## src/rtl/uart_tx_arbiter.sv

```systemverilog
// uart_tx_arbiter: round-robin owner selection for a single UART transmitter.
// A requester keeps the grant for a whole packet, which ends on its req_last
// byte. Each accepted byte is handed over with a one-cycle tx_start, and the
// arbiter then follows tx_busy until the transmitter has finished the byte.
// A grant is revoked if its holder leaves req_valid low mid-packet for too long.
module uart_tx_arbiter #(
   parameter int unsigned NUM_REQ      = 4,
   parameter int unsigned HOLD_TIMEOUT = 1024
) (
   input  logic                 clk,
   input  logic                 reset,
   input  logic [NUM_REQ-1:0]   req_valid,
   input  logic [8*NUM_REQ-1:0] req_data,
   input  logic [NUM_REQ-1:0]   req_last,
   output logic [NUM_REQ-1:0]   req_ready,
   output logic [NUM_REQ-1:0]   grant,
   output logic                 tx_start,
   output logic [7:0]           tx_data,
   input  logic                 tx_busy,
   output logic                 timeout_err
);

   localparam int unsigned   PW        = (NUM_REQ > 1) ? $clog2(NUM_REQ) : 1;
   localparam int unsigned   CW        = $clog2(HOLD_TIMEOUT);
   localparam logic [CW-1:0] HOLD_LAST = CW'(HOLD_TIMEOUT - 1);
   localparam logic [PW-1:0] LAST_IDX  = PW'(NUM_REQ - 1);

   typedef enum logic [2:0] {
      IDLE,
      GRANT,
      START,
      WAIT_BUSY,
      WAIT_DONE
   } state_t;

   state_t               state;
   logic [PW-1:0]        last_ptr;
   logic [PW-1:0]        cur_idx;
   logic [CW-1:0]        hold_cnt;
   logic                 last_flag;

   logic [PW-1:0]        scan_idx;
   logic [PW-1:0]        pick_idx;
   logic [NUM_REQ-1:0]   pick_onehot;
   logic                 pick_found;

   logic [7:0]           sel_data;
   logic                 sel_valid;
   logic                 sel_last;

   // Search upward from last_ptr+1 (wrapping) for the first valid requester
   always_comb begin
      pick_found  = 1'b0;
      pick_idx    = '0;
      pick_onehot = '0;
      scan_idx    = '0;
      for (int unsigned k = 1; k <= NUM_REQ; k++) begin
         scan_idx = PW'((32'(last_ptr) + k) % NUM_REQ);
         if (!pick_found && req_valid[scan_idx]) begin
            pick_found            = 1'b1;
            pick_idx              = scan_idx;
            pick_onehot           = '0;
            pick_onehot[scan_idx] = 1'b1;
         end
      end
   end

   // Route the current owner's byte, valid and last flag
   always_comb begin
      sel_data  = '0;
      sel_valid = 1'b0;
      sel_last  = 1'b0;
      for (int unsigned k = 0; k < NUM_REQ; k++) begin
         if (32'(cur_idx) == k) begin
            sel_data  = req_data[8*k +: 8];
            sel_valid = req_valid[k];
            sel_last  = req_last[k];
         end
      end
   end

   // The owner may hand over a byte only while the arbiter is in GRANT
   always_comb begin
      req_ready = (state == GRANT) ? grant : '0;
   end

   // Arbitration and transmit handshake state machine with registered outputs
   always_ff @(posedge clk) begin
      if (reset) begin
         state       <= IDLE;
         grant       <= '0;
         cur_idx     <= '0;
         last_ptr    <= LAST_IDX;
         hold_cnt    <= '0;
         last_flag   <= 1'b0;
         tx_start    <= 1'b0;
         tx_data     <= 8'h00;
         timeout_err <= 1'b0;
      end else begin
         tx_start    <= 1'b0;
         timeout_err <= 1'b0;
         unique case (state)
            IDLE: begin
               if (pick_found) begin
                  grant    <= pick_onehot;
                  cur_idx  <= pick_idx;
                  hold_cnt <= '0;
                  state    <= GRANT;
               end
            end
            GRANT: begin
               if (sel_valid) begin
                  tx_data   <= sel_data;
                  last_flag <= sel_last;
                  hold_cnt  <= '0;
                  tx_start  <= 1'b1;
                  state     <= START;
               end else if (hold_cnt == HOLD_LAST) begin
                  grant       <= '0;
                  last_ptr    <= cur_idx;
                  hold_cnt    <= '0;
                  timeout_err <= 1'b1;
                  state       <= IDLE;
               end else begin
                  hold_cnt <= hold_cnt + 1'b1;
               end
            end
            START: begin
               state <= WAIT_BUSY;
            end
            WAIT_BUSY: begin
               if (tx_busy) begin
                  state <= WAIT_DONE;
               end
            end
            WAIT_DONE: begin
               if (!tx_busy) begin
                  if (last_flag) begin
                     grant    <= '0;
                     last_ptr <= cur_idx;
                     state    <= IDLE;
                  end else begin
                     state <= GRANT;
                  end
               end
            end
            default: begin
               state <= IDLE;
            end
         endcase
      end
   end

endmodule

```

## config.mk

```make
export PLATFORM = sky130hd
export DESIGN_NAME = uart_tx_arbiter
export DESIGN_NICKNAME = d
export VERILOG_FILES = /design/src/rtl/uart_tx_arbiter.sv
export SDC_FILE = /design/constraint.sdc
export NUM_CORES = 1
export LEC_CHECK = 0
export BUFFER_PORTS_ARGS = -buffer_cell sky130_fd_sc_hd__buf_2
export CORE_UTILIZATION = 30
export DETAILED_ROUTE_END_ITERATION = 10
export MAX_ROUTING_LAYER = met4
export PLACE_DENSITY = 0.62
export SETUP_SLACK_MARGIN = 0.3
export SLEW_MARGIN = 20
export SYNTH_ARGS = -nofsm -noshare
export SYNTH_HDL_FRONTEND = slang
export SYNTH_SLANG_ARGS = --single-unit
export TNS_END_PERCENT = 30
```

## constraint.sdc

```tcl
create_clock -name clk -period 6.2 [get_ports clk]
set_clock_uncertainty 0.05 [all_clocks]
set_input_delay 0.93 -clock clk [delete_from_list [all_inputs] [get_ports clk]]
set_output_delay 0.93 -clock clk [all_outputs]
set_load 0.01 [all_outputs]
```

Word-level counts from Yosys, hierarchy flattened
Cells that the tools add are included.

Input port bits: 43. Logic and storage cells: 126. Flip-flop bits (word level): 32.

Add/subtract/negate cells: 5. Muxes and demuxes: 65. Bitwise logic cells: 1. Equal/unequal tests: 15. Magnitude comparators: 8. Reductions and logical operators: 23.

Operators with widths (count): 2-to-1 mux 4 bit (10); 2-to-1 mux 8 bit (4); 2-to-1 mux 10 bit (3); 2-to-1 mux 1 bit (23); case mux 10 bit (2 select lines) (1); 2-to-1 mux 2 bit (8); 2-to-1 mux 3 bit (5); case mux 3 bit (5 select lines) (1); less-than comparator 2 x 3 -> 1 bit (second input constant) (4); case mux 4 bit (3 select lines) (1); adder 10 x 1 -> 10 bit (second input constant) (1); equality test 10 bit (second input constant) (1); != test 2 bit (second input constant) (5); binary-select mux 1 bit (select 2 bit) (4); demux 1 bit (select 2 bit) (4); greater-or-equal comparator 2 x 1 -> 1 bit (second input constant) (4); logical AND 1 bit (7); equality test 3 x 2 -> 1 bit (second input constant) (2); AND reduction 2 bit (3); AND reduction 6 bit (1); AND reduction 5 bit (1); adder 2 x 1 -> 2 bit (second input constant) (2); adder 2 bit (second input constant) (2); equality test 2 bit (second input constant) (2); other kinds (15) (18).

Depth between registers and ports, before layout
Gate-level depths: netlist of the first run.

Depth after elaboration: 15. Gate-level depth with buffers: 9. Gate-level depth less buffers: 7.

Worst setup path after synthesis of the first run
Ideal clock, no wire load.

Path kind: register to register. Start: register last_ptr[0]. End: register grant[0]. Data arrival time: 2490 ps. Cell stages (with the launch flop): 9. Path slack: 3538 ps. Period minus slack after synthesis: 2662 ps. Path buffers: 2. Required time: 6028 ps. Path through: dfxtp_1 clkbuf_1 buf_2 inv_1 ha_1 mux4_2 and2_1 a32o_1 a221o_1.

Cells in the longest elaborated chain, start to end: 15.

RTL lines: start: declaration (line 37) `logic [PW-1:0] last_ptr;`; start signal: assignment (line 120) `last_ptr <= cur_idx;`; start signal: assignment (line 140) `last_ptr <= cur_idx;`; adder 2 x 1 -> 2 bit (line 58) `scan_idx = PW'((32'(last_ptr) + k) % NUM_REQ);`; binary-select mux 1 bit (select 2 bit) (line 59) `if (!pick_found && req_valid[scan_idx]) begin`; 2-to-1 mux 1 bit (not written as such) (line 59); 2-to-1 mux 1 bit (line 59); logical NOT 1 bit (line 59); logical AND 1 bit (line 59); 2-to-1 mux 1 bit (line 59); logical NOT 1 bit (line 59); logical AND 1 bit (line 59); 2-to-1 mux 1 bit (line 59); logical NOT 1 bit (line 59); logical AND 1 bit (line 59); 2-to-1 mux 1 bit or 2-to-1 mux 4 bit (tied branches) (line 59); != test 2 bit (no source line) or 2-to-1 mux 4 bit (tied branches); AND reduction 6 bit (no source line) or case mux 4 bit (3 select lines) (tied branches); end signal: assignment (line 105) `grant <= pick_onehot;`; end: declaration (line 16) `output logic [NUM_REQ-1:0] grant,`.

Parallel ways exist; a longest one is shown, timed or not. The select of a mux whose other input is x is not followed. A chain may end at the register's enable or synchronous reset.

Worst setup path in the final report of the first run
Same ends and word-level chain as after synthesis.

==> flow_metrics.env, run 1 <==
export IMPL_rows=31
export IMPL_synth_main_ff_cell="dfxtp_1"
export IMPL_relSlewSlack_pct=48.5
export IMPL_grt_max_degree=31
export IMPL_num_vias=2062
export IMPL_startpoint_type="flip-flop"
export IMPL_die_x_um=88.3
export IMPL_routedWlPerCell_um=12.8
export IMPL_worst_slack_ps=3290
export IMPL_hold_viol_final=0
export IMPL_drive_gt1_share_pct=30.1
export IMPL_crit_slowest_cell="dfxtp_1"
export IMPL_ant_nets=0
export IMPL_crit_arrival_ps=3030
export IMPL_worstPathCellList="inv_1 -> ha_1 -> mux4_2 -> and2_1 -> a32o_1 -> a221o_1"
export IMPL_path_buf_inv=1
export IMPL_crit_fanout=18
export IMPL_tightest_slew_ps=769
export IMPL_grt_overflow_total=0
export IMPL_grt_pass1_vias=1895
export IMPL_mostFrequentLayoutCell="buf_2"
export IMPL_cts_hold_buf=0
export IMPL_critPathKind="reg -> reg"
export IMPL_synthCells=253
export IMPL_report_final_slew_viol_count=0
export IMPL_yosys_warnings=0
export IMPL_rr_worst_depth=6
export IMPL_antenna_found_initial=0
export IMPL_cts_resized=0
export IMPL_place_ws_ps=3300
export IMPL_hold_path_depth=2
export IMPL_io_buffers=60
export IMPL_synth_fp_nets=304
export IMPL_cp_end_kind="flip-flop"
export IMPL_num_antenna_cells=0
export IMPL_grt_pass1_wl_um=8710
export IMPL_cts_tree="yes"
export IMPL_via_per_inst=5.14
export IMPL_hp_class="reg -> reg"
export IMPL_vdd_drop_max_uv=82.1
export IMPL_post_cts_buffers=0
export IMPL_crit_required_ps=6320
export IMPL_cts_root_buf="clkbuf_8"
export IMPL_drc=0
export IMPL_worst_hold_slack_ps=402
export IMPL_synth_edf_count=0
export IMPL_finalSetupViolCount=0
export IMPL_reg2reg_from="last_ptr[0]"
export IMPL_final_area_mm2=0.00268
export IMPL_min_period_ps=2910
export IMPL_async_flop_share_pct=0
export IMPL_fmax_mhz=343
export IMPL_worstReg2RegEnd="grant[0]"
export IMPL_cp_slowest_stage_delay_ps=730
export IMPL_fin_tns_setup_ps=0
export IMPL_ios=61
export IMPL_period_share_pct=47.0
export IMPL_drv_cap=0
export IMPL_syn_area_per_cell_um2=8.84
export IMPL_clkTransAtPathRegs_ps=70
export IMPL_drt_total_wl_um=5150
export IMPL_cts_made_buffers=5
export IMPL_drt_iter0_drc=71
export IMPL_dp_hpwl_um=3810
export IMPL_p_total_w=0.000577
export IMPL_p_leak_nw=1.08
export IMPL_core_area_mm2=0.00721
export IMPL_syn_area_mm2=0.00224
export IMPL_layout_common_cells="buf_2, nand2_1, dfxtp_1, nor2_1, a21oi_1"
export IMPL_start_util_pct=31.0
export IMPL_groute_usage_overall_pct=14.7
export IMPL_fp_dieArea_mm2=0.00780
export IMPL_yosysUniqueCellTypes=56
export IMPL_place_area_mm2=0.00257
export IMPL_die_height_um=88.3
export IMPL_hold_end="tx_data[7]"
export IMPL_finalWeightedCongestion=0.832
export IMPL_status="finished clean"
export IMPL_ys_ff_latch=32
export IMPL_fin_nets=352
export IMPL_dr_pass1_iters=4
export IMPL_rsz0062_at_grt="false"
export IMPL_syn_to_final_growth_pct=19.8
export IMPL_seq_area_frac_synth_pct=28.7
export IMPL_powerDensity_mw_per_mm2=215
export IMPL_cts_sinks=32
export IMPL_clockBufferDepth=2
export IMPL_clk_latency_ps=280
export IMPL_cts_max_level=2
export IMPL_cp_top_family="flip-flops"
export IMPL_reg2reg_setup_slack_ps=3290
export IMPL_hp_start="tx_data[7]"
[where the power goes]
group / switching, W / internal [W] / total [W] / leakage, nW
Clock: 0.0000794 / 0.000119 / 0.000198 / 0.0541
Sequential: 0.0000244 / 0.000220 / 0.000244 / 0.260
Combinational: 0.0000696 / 0.0000647 / 0.000134 / 0.765
[worst min-delay path, delay by kind of cell (launching register included)]
| family | cells | cell delay, ps |
|---|---|---|
| AOI/OAI and AO/OA | 1 | 50 |
| and+or+nand+nor | 1 | 50 |
| DFF | 1 | 310 |
[how the worst max path moves through the flow]
stage | startpoint | end | slack (ps) | cells past startpoint
finish | last_ptr[0] | grant[0] | 3290 | 6
global route | last_ptr[0] | grant[2] | 3070 | 6
detailed placement | last_ptr[0] | grant[2] | 3300 | 6
CTS | last_ptr[0] | grant[0] | 3270 | 6
global placement | last_ptr[0] | grant[2] | 3380 | 6
floorplan | last_ptr[0] | grant[0] | 3540 | 8
[kinds of logic after synthesis]
| logic type | synth area share [%] |
|---|---|
| AND/OR/NAND/NOR | 27.8 |
| AO/OA/AOI/OAI | 17.9 |
| flip-flops | 28.7 |
| buffers and inverters | 5.32 |
| multiplexers | 15.1 |
| adder cells (fa/ha/maj) | 4.48 |
| XOR/XNOR | 0.784 |
[area by class of cell]
| cell class | instances | area [µm²] |
|---|---|---|
| Fill cell | 793 | 4540 |
| Multi-Input combinational cell | 195 | 1480 |
| Sequential cell | 32 | 641 |
| Timing Repair Buffer | 60 | 300 |
| Tap cell | 99 | 124 |
| Clock buffer | 5 | 68.8 |
| Clock inverter | 3 | 42.5 |
| Inverter | 7 | 26.3 |
[metal layers]
layer	wire length (µm)	vias to the layer above	global-route usage [%]	share of wire, %
met5	0	-	-	0
met4	71	0	4.69	1.4
met2	2300	56	22.4	45
li1	-	1045	-	-
met3	226	7	3.45	4.4
met1	2550	954	19.2	50
[registers in the layout, summed over array words and instances (netlist names)]
name	count
state	3
last_flag	1
tx_start	1
grant	4
tx_data	8
cur_idx	2
timeout_err	1
hold_cnt	10
last_ptr	2
[synth_stat cells, types with 3 or more instances]
cell type | n | area share [%]
a211oi_1 | 3 | 1.0
dfxtp_1 | 32 | 29
clkbuf_1 | 9 | 1.5
mux4_2 | 13 | 13
nand4_1 | 3 | 0.84
ha_1 | 8 | 4.5
inv_1 | 7 | 1.2
nand2_1 | 38 | 6.4
buf_2 | 5 | 1.1
o21ai_0 | 10 | 2.2
nor4_1 | 8 | 2.2
nor2_1 | 19 | 3.2
a32o_1 | 4 | 1.8
o21ai_1 | 4 | 0.90
nor3b_1 | 3 | 1.0
a221o_1 | 4 | 1.8
nor3_1 | 3 | 0.67
a21oi_1 | 16 | 3.6
and3_1 | 7 | 2.0
nand3_1 | 6 | 1.3
[through the flow]
step	util [%]	instances
global placement	35.6	393
detailed placement	35.6	393
CTS	37.1	401
floorplan	-	253
finish	37.1	401
global route	37.1	401
No activity file was read; power rests on OpenSTA's default activity.
==> run 2, diff against run 1 <==
clock period = 2.95 ns   (was 6.2 ns; I/O delays follow)
==> flow_metrics.env, run 2 (synthesis gave the netlist of run 1 again) <==
export IMPL_period_share_pct=78.6
export IMPL_mostFrequentLayoutCell="buf_2"
export IMPL_rsz0062_at_grt="false"
export IMPL_clkTransAtPathRegs_ps=70
export IMPL_tightest_slew_ps=674
export IMPL_cts_hold_buf=0
export IMPL_routedWlPerCell_um=12.8
export IMPL_crit_required_ps=3100
export IMPL_regMostFlops="hold_cnt"
export IMPL_cts_tree="yes"
export IMPL_hp_class="in -> reg"
export IMPL_cp_end_kind="flip-flop"
export IMPL_io_buffers=60
export IMPL_crit_arrival_ps=2470
export IMPL_worst_slack_ps=632
export IMPL_top_regs="hold_cnt x10, tx_data x8, grant x4"
export IMPL_powerDensity_mw_per_mm2=429
export IMPL_clk_latency_ps=290
export IMPL_cts_sinks=32
export IMPL_die_x_um=88.3
export IMPL_cts_resized=0
export IMPL_drive_gt1_share_pct=31.0
export IMPL_clockBufferDepth=2
export IMPL_fin_tns_setup_ps=0
export IMPL_start_util_pct=31.0
export IMPL_dr_pass1_iters=4
export IMPL_fillerInstances=781
export IMPL_fmax_mhz=431
export IMPL_largest_register_ffs=10
export IMPL_report_final_slew_viol_count=0
export IMPL_place_ws_ps=617
export IMPL_grt_pass1_vias=1814
export IMPL_drt_iter0_drc=62
export IMPL_finalSetupViolCount=0
export IMPL_min_period_ps=2320
export IMPL_p_leak_nw=1.09
export IMPL_dp_cells=397
export IMPL_drc=0
export IMPL_vdd_drop_max_uv=182
export IMPL_cts_max_level=2
export IMPL_status="finished clean"
export IMPL_cts_made_buffers=5
export IMPL_relSlewSlack_pct=54.4
export IMPL_finalWeightedCongestion=0.802
export IMPL_dp_hpwl_um=3730
export IMPL_ios=61
export IMPL_antenna_found_initial=0
export IMPL_via_per_inst=5.12
export IMPL_num_vias=2072
export IMPL_startpoint_type="flip-flop"
export IMPL_fin_util_pct=37.3
export IMPL_grt_overflow_total=0
export IMPL_drv_cap=0
export IMPL_ant_nets=0
export IMPL_die_height_um=88.3
export IMPL_groute_usage_overall_pct=14.6
export IMPL_grt_pass1_wl_um=8630
export IMPL_cts_root_buf="clkbuf_8"
export IMPL_drt_total_wl_um=5170
export IMPL_fin_nets=356
export IMPL_syn_to_final_growth_pct=20.3
export IMPL_hold_viol_final=0
export IMPL_grt_max_degree=31
export IMPL_rows=31
export IMPL_layout_common_cells="buf_2, nand2_1, dfxtp_1, nor2_1, a21oi_1"
export IMPL_post_cts_buffers=0
export IMPL_num_antenna_cells=0
export IMPL_crit_fanout=12
export IMPL_critPathKind="reg -> reg"
export IMPL_instances_no_fill=405
export IMPL_core_area_mm2=0.00721
export IMPL_fp_dieArea_mm2=0.00780
## run 2: per-stage QoR
stage / cell area, µm² / power (W) / hold slack (ps)
floorplan: 2240 / 0.000725 / 396
global placement: 2600 / 0.000808 / 392
detailed placement: 2600 / 0.000813 / 395
CTS: 2690 / 0.00117 / 390
global route: 2690 / 0.00123 / 400
finish: 2690 / 0.00115 / 399
## run 2: worst max-delay path, cell delays in order (launching register included)
cell and delay [ps]:
dfxtp_1 640, mux4_2 640, nand3b_4 260, or3_1 420
o311ai_2 210
## run 2: report_power, final
group          internal (W)  switching (W)
sequential         0.000462      0.0000419
clock              0.000186       0.000168
combinational      0.000141       0.000156
total              0.000789       0.000366
## run 2: routing by layer
metal	up-vias	global-route usage (%)	routed length, µm
met1	959	20.3	2580
met2	48	20.6	2290
met3	12	2.61	195
met4	0	6.30	102
li1	1053	-	-
met5	-	-	0
## run 2: path summary, 6_finish.rpt
kind	startpoint	endpoint	slack, ps	cells after the start
setup reg to reg	cur_idx[1]	hold_cnt[9]	630	4
hold reg to reg	tx_data[4]	tx_data[4]	400	2
setup / recovery	cur_idx[1]	hold_cnt[9]	630	4
hold / removal	tx_busy	state[2]	400	2
## run 2: final cells by class
| cell class | count | area, µm² | area share (%) |
|---|---|---|---|
| clock buffers | 6 | 82.6 | 3.07 |
| clock inverters | 2 | 10.0 | 0.372 |
| repair buffers | 64 | 330 | 12.3 |
| well taps | 99 | 124 | 4.60 |
| flip-flops and latches | 32 | 641 | 23.8 |
| multi-input cells | 195 | 1480 | 54.9 |
| inverters | 7 | 26.3 | 0.977 |
==> run 3, diff against run 2 <==
ABC_AREA = 1   (was unset)
clock period = 2.4 ns   (was 2.95 ns; I/O delays follow)
==> flow_metrics.env, run 3 <==
export IMPL_status="finished clean"
export IMPL_dr_pass1_iters=4
export IMPL_layout_common_cells="nand2_1, buf_2, nand3_1, inv_1, dfxtp_1"
export IMPL_fp_dieArea_mm2=0.00790
export IMPL_drt_total_wl_um=5610
export IMPL_grt_use_met2_pct=26.6
export IMPL_synth_main_ff_cell="dfxtp_1"
export IMPL_cts_max_level=2
export IMPL_ys_ff_latch=32
export IMPL_finalSetupViolCount=0
export IMPL_regArea_um2=642
export IMPL_syn_area_mm2=0.00226
export IMPL_crit_arrival_ps=2140
export IMPL_crit_fanout=13
export IMPL_crit_required_ps=2520
export IMPL_p_total_w=0.00335
export IMPL_core_area_mm2=0.00729
export IMPL_seq_area_frac_synth_pct=28.3
export IMPL_synth_compound_area_share_pct=15.1
export IMPL_final_area_mm2=0.00279
export IMPL_hold_viol_final=0
export IMPL_yosys_warnings=0
export IMPL_mostFrequentLayoutCell="nand2_1"
export IMPL_startpoint_type="flip-flop"
export IMPL_muxShareOfSynthArea_pct=0
export IMPL_fillerInstances=814
export IMPL_finalWeightedCongestion=0.915
export IMPL_async_flop_share_pct=0
export IMPL_die_height_um=88.9
export IMPL_grt_pass1_wl_um=9700
export IMPL_synth_edf_count=0
export IMPL_grt_overflow_total=0
export IMPL_yosysUniqueCellTypes=31
export IMPL_synth_most_common_cell="nand2_1"
export IMPL_relSlewSlack_pct=58.0
export IMPL_period_share_pct=84.3
export IMPL_dp_hpwl_um=4350
export IMPL_reg2reg_from="last_ptr[1]"
export IMPL_largest_register_ffs=10
export IMPL_gr_usage_met1_pct=19.9
export IMPL_yosysTopAreaCell="dfxtp_1"
export IMPL_post_cts_buffers=0
export IMPL_drt_iter0_drc=124
export IMPL_cts_root_buf="clkbuf_8"
export IMPL_critPathKind="reg -> reg"
export IMPL_cts_tree="yes"
export IMPL_antenna_found_initial=0
export IMPL_clk_latency_ps=270
export IMPL_tightest_slew_ps=628
export IMPL_synth_top_family_by_area="simple AND/OR/NAND/NOR gates"
export IMPL_report_final_slew_viol_count=0
export IMPL_powerDensity_mw_per_mm2=1200
export IMPL_hold_end="tx_data[1]"
export IMPL_cp_end_kind="flip-flop"
export IMPL_fin_tns_setup_ps=0
export IMPL_top_regs="hold_cnt x10, tx_data x8, grant x4"
export IMPL_grt_use_met3_pct=3.45
export IMPL_synthTopCellsByArea="dfxtp_1, nand3_1, nand2_1"
export IMPL_start_util_pct=31.1
export IMPL_groute_usage_overall_pct=16.0
export IMPL_clkTransAtPathRegs_ps=70
export IMPL_drc=0
export IMPL_rsz0062_at_grt="true"
export IMPL_num_vias=2359
export IMPL_hp_start="req_data[25]"
export IMPL_min_period_ps=2020
export IMPL_fmax_mhz=494
export IMPL_vdd_drop_max_uv=405
export IMPL_regMostFlops="hold_cnt"
export IMPL_multiInputGateArea_mm2=0.00140
export IMPL_via_per_inst=4.77
export IMPL_synthSimpleGateAreaFrac_pct=40.7
export IMPL_rr_worst_depth=11
export IMPL_cts_made_buffers=5
export IMPL_ant_nets=0
export IMPL_yosys_area_share_adder_pct=4.42
export IMPL_synthCells=331
export IMPL_synth_fp_nets=382
export IMPL_cts_sinks=32
export IMPL_p_leak_nw=1.32
export IMPL_num_antenna_cells=0
export IMPL_hold_path_depth=3
export IMPL_fin_nets=446
export IMPL_yosys_area_top_type_share_pct=28.3
export IMPL_hp_class="in -> reg"
export IMPL_clockBufferDepth=2
export IMPL_reg2reg_setup_slack_ps=380
export IMPL_io_buffers=60
export IMPL_worstReg2RegEnd="cur_idx[0]"
export IMPL_grt_max_degree=19
export IMPL_die_x_um=88.9
export IMPL_synth_xor_area_share_pct=1.55
export IMPL_synth_commonest_cells="nand2_1, nand3_1, inv_1, dfxtp_1, nor2_1"
export IMPL_place_area_mm2=0.00267
export IMPL_syn_to_final_growth_pct=23.1
export IMPL_drv_cap=0
export IMPL_ios=61
export IMPL_rows=31
export IMPL_drive_gt1_share_pct=27.3
export IMPL_routedWlPerCell_um=11.3
export IMPL_grt_pass1_vias=2247
export IMPL_grt_busiest_layer="met2"
export IMPL_syn_area_per_cell_um2=6.84
## run 3: cell count changes after synthesis, moves of 7 or more
| cell | delta |
|---|---|
| nand2_2 | +8 |
| inv_1 | +35 |
| nor2_1 | +8 |
| nand2_1 | +25 |
| clkbuf_1 | -7 |
| mux4_2 | -13 |
| nand3_1 | +42 |
| and3_1 | -7 |
| nor4_1 | -8 |
| nand3_2 | +8 |
## run 3: worst max path at each step
stage                         to        start  slack, ps  depth (start not counted)
detailed placement    cur_idx[0]  last_ptr[1]        270                         11
CTS                 req_ready[1]     state[0]        330                          6
global placement      cur_idx[0]  last_ptr[1]        350                         11
floorplan            hold_cnt[9]  last_ptr[1]        450                         11
finish                cur_idx[0]  last_ptr[1]        380                         11
global route            grant[3]  last_ptr[1]        190                         11
## run 3: per-stage QoR
stage | hold slack [ps] | setup slack, ps | instances | utilization [%]
floorplan | 420 | 447 | 331 | -
global route | 330 | 191 | 495 | 38.2
detailed placement | 417 | 271 | 487 | 36.7
CTS | 292 | 333 | 495 | 38.2
global placement | 409 | 353 | 487 | 36.7
finish | 302 | 376 | 495 | 38.2
## run 3: logic make-up after synthesis
family	count (synthesis)
AND/OR/NAND/NOR	179
AO/OA/AOI/OAI	54
buffers and inverters	54
flip-flops	32
adder cells (fa/ha/maj)	8
XOR/XNOR	4
## run 3: power breakdown
group | switching, W | total (W) | leakage, nW | internal, W
clock network | 0.000192 | 0.000500 | 0.0552 | 0.000308
registers | 0.000104 | 0.000755 | 0.260 | 0.000651
logic | 0.00139 | 0.00209 | 1.00 | 0.000708
## run 3: area by class of cell
type | instances | area share (%)
Clock buffer | 6 | 2.60
Clock inverter | 2 | 1.26
Inverter | 46 | 6.19
Multi-Input combinational cell | 245 | 50.4
Sequential cell | 32 | 23.0
Tap cell | 99 | 4.44
Timing Repair Buffer | 65 | 12.1
## run 3: worst max-delay path, stage by stage (launching register included)
cell and delay, ps:
dfxtp_2 420, inv_1 90, ha_1 330, inv_1 90
nand3_2 100, nand2_4 100, nor2_8 180, nand3_4 90
nand2_4 180, inv_2 90, o21ai_0 150, nor2_1 60
## run 3: timing repair
item                                    4_1_cts  5_1_grt
hold buffers                                  0        0
endpoints found under the setup margin        5       12
endpoints found under the hold margin         0        0
pin swaps                                     0        0
gates resized for setup                       1        1
## run 3: layer usage
metal	wire, µm	up-vias
li1	-	1240
met1	2690	1037
met2	2560	73
met3	287	9
met4	70	0
met5	0	-
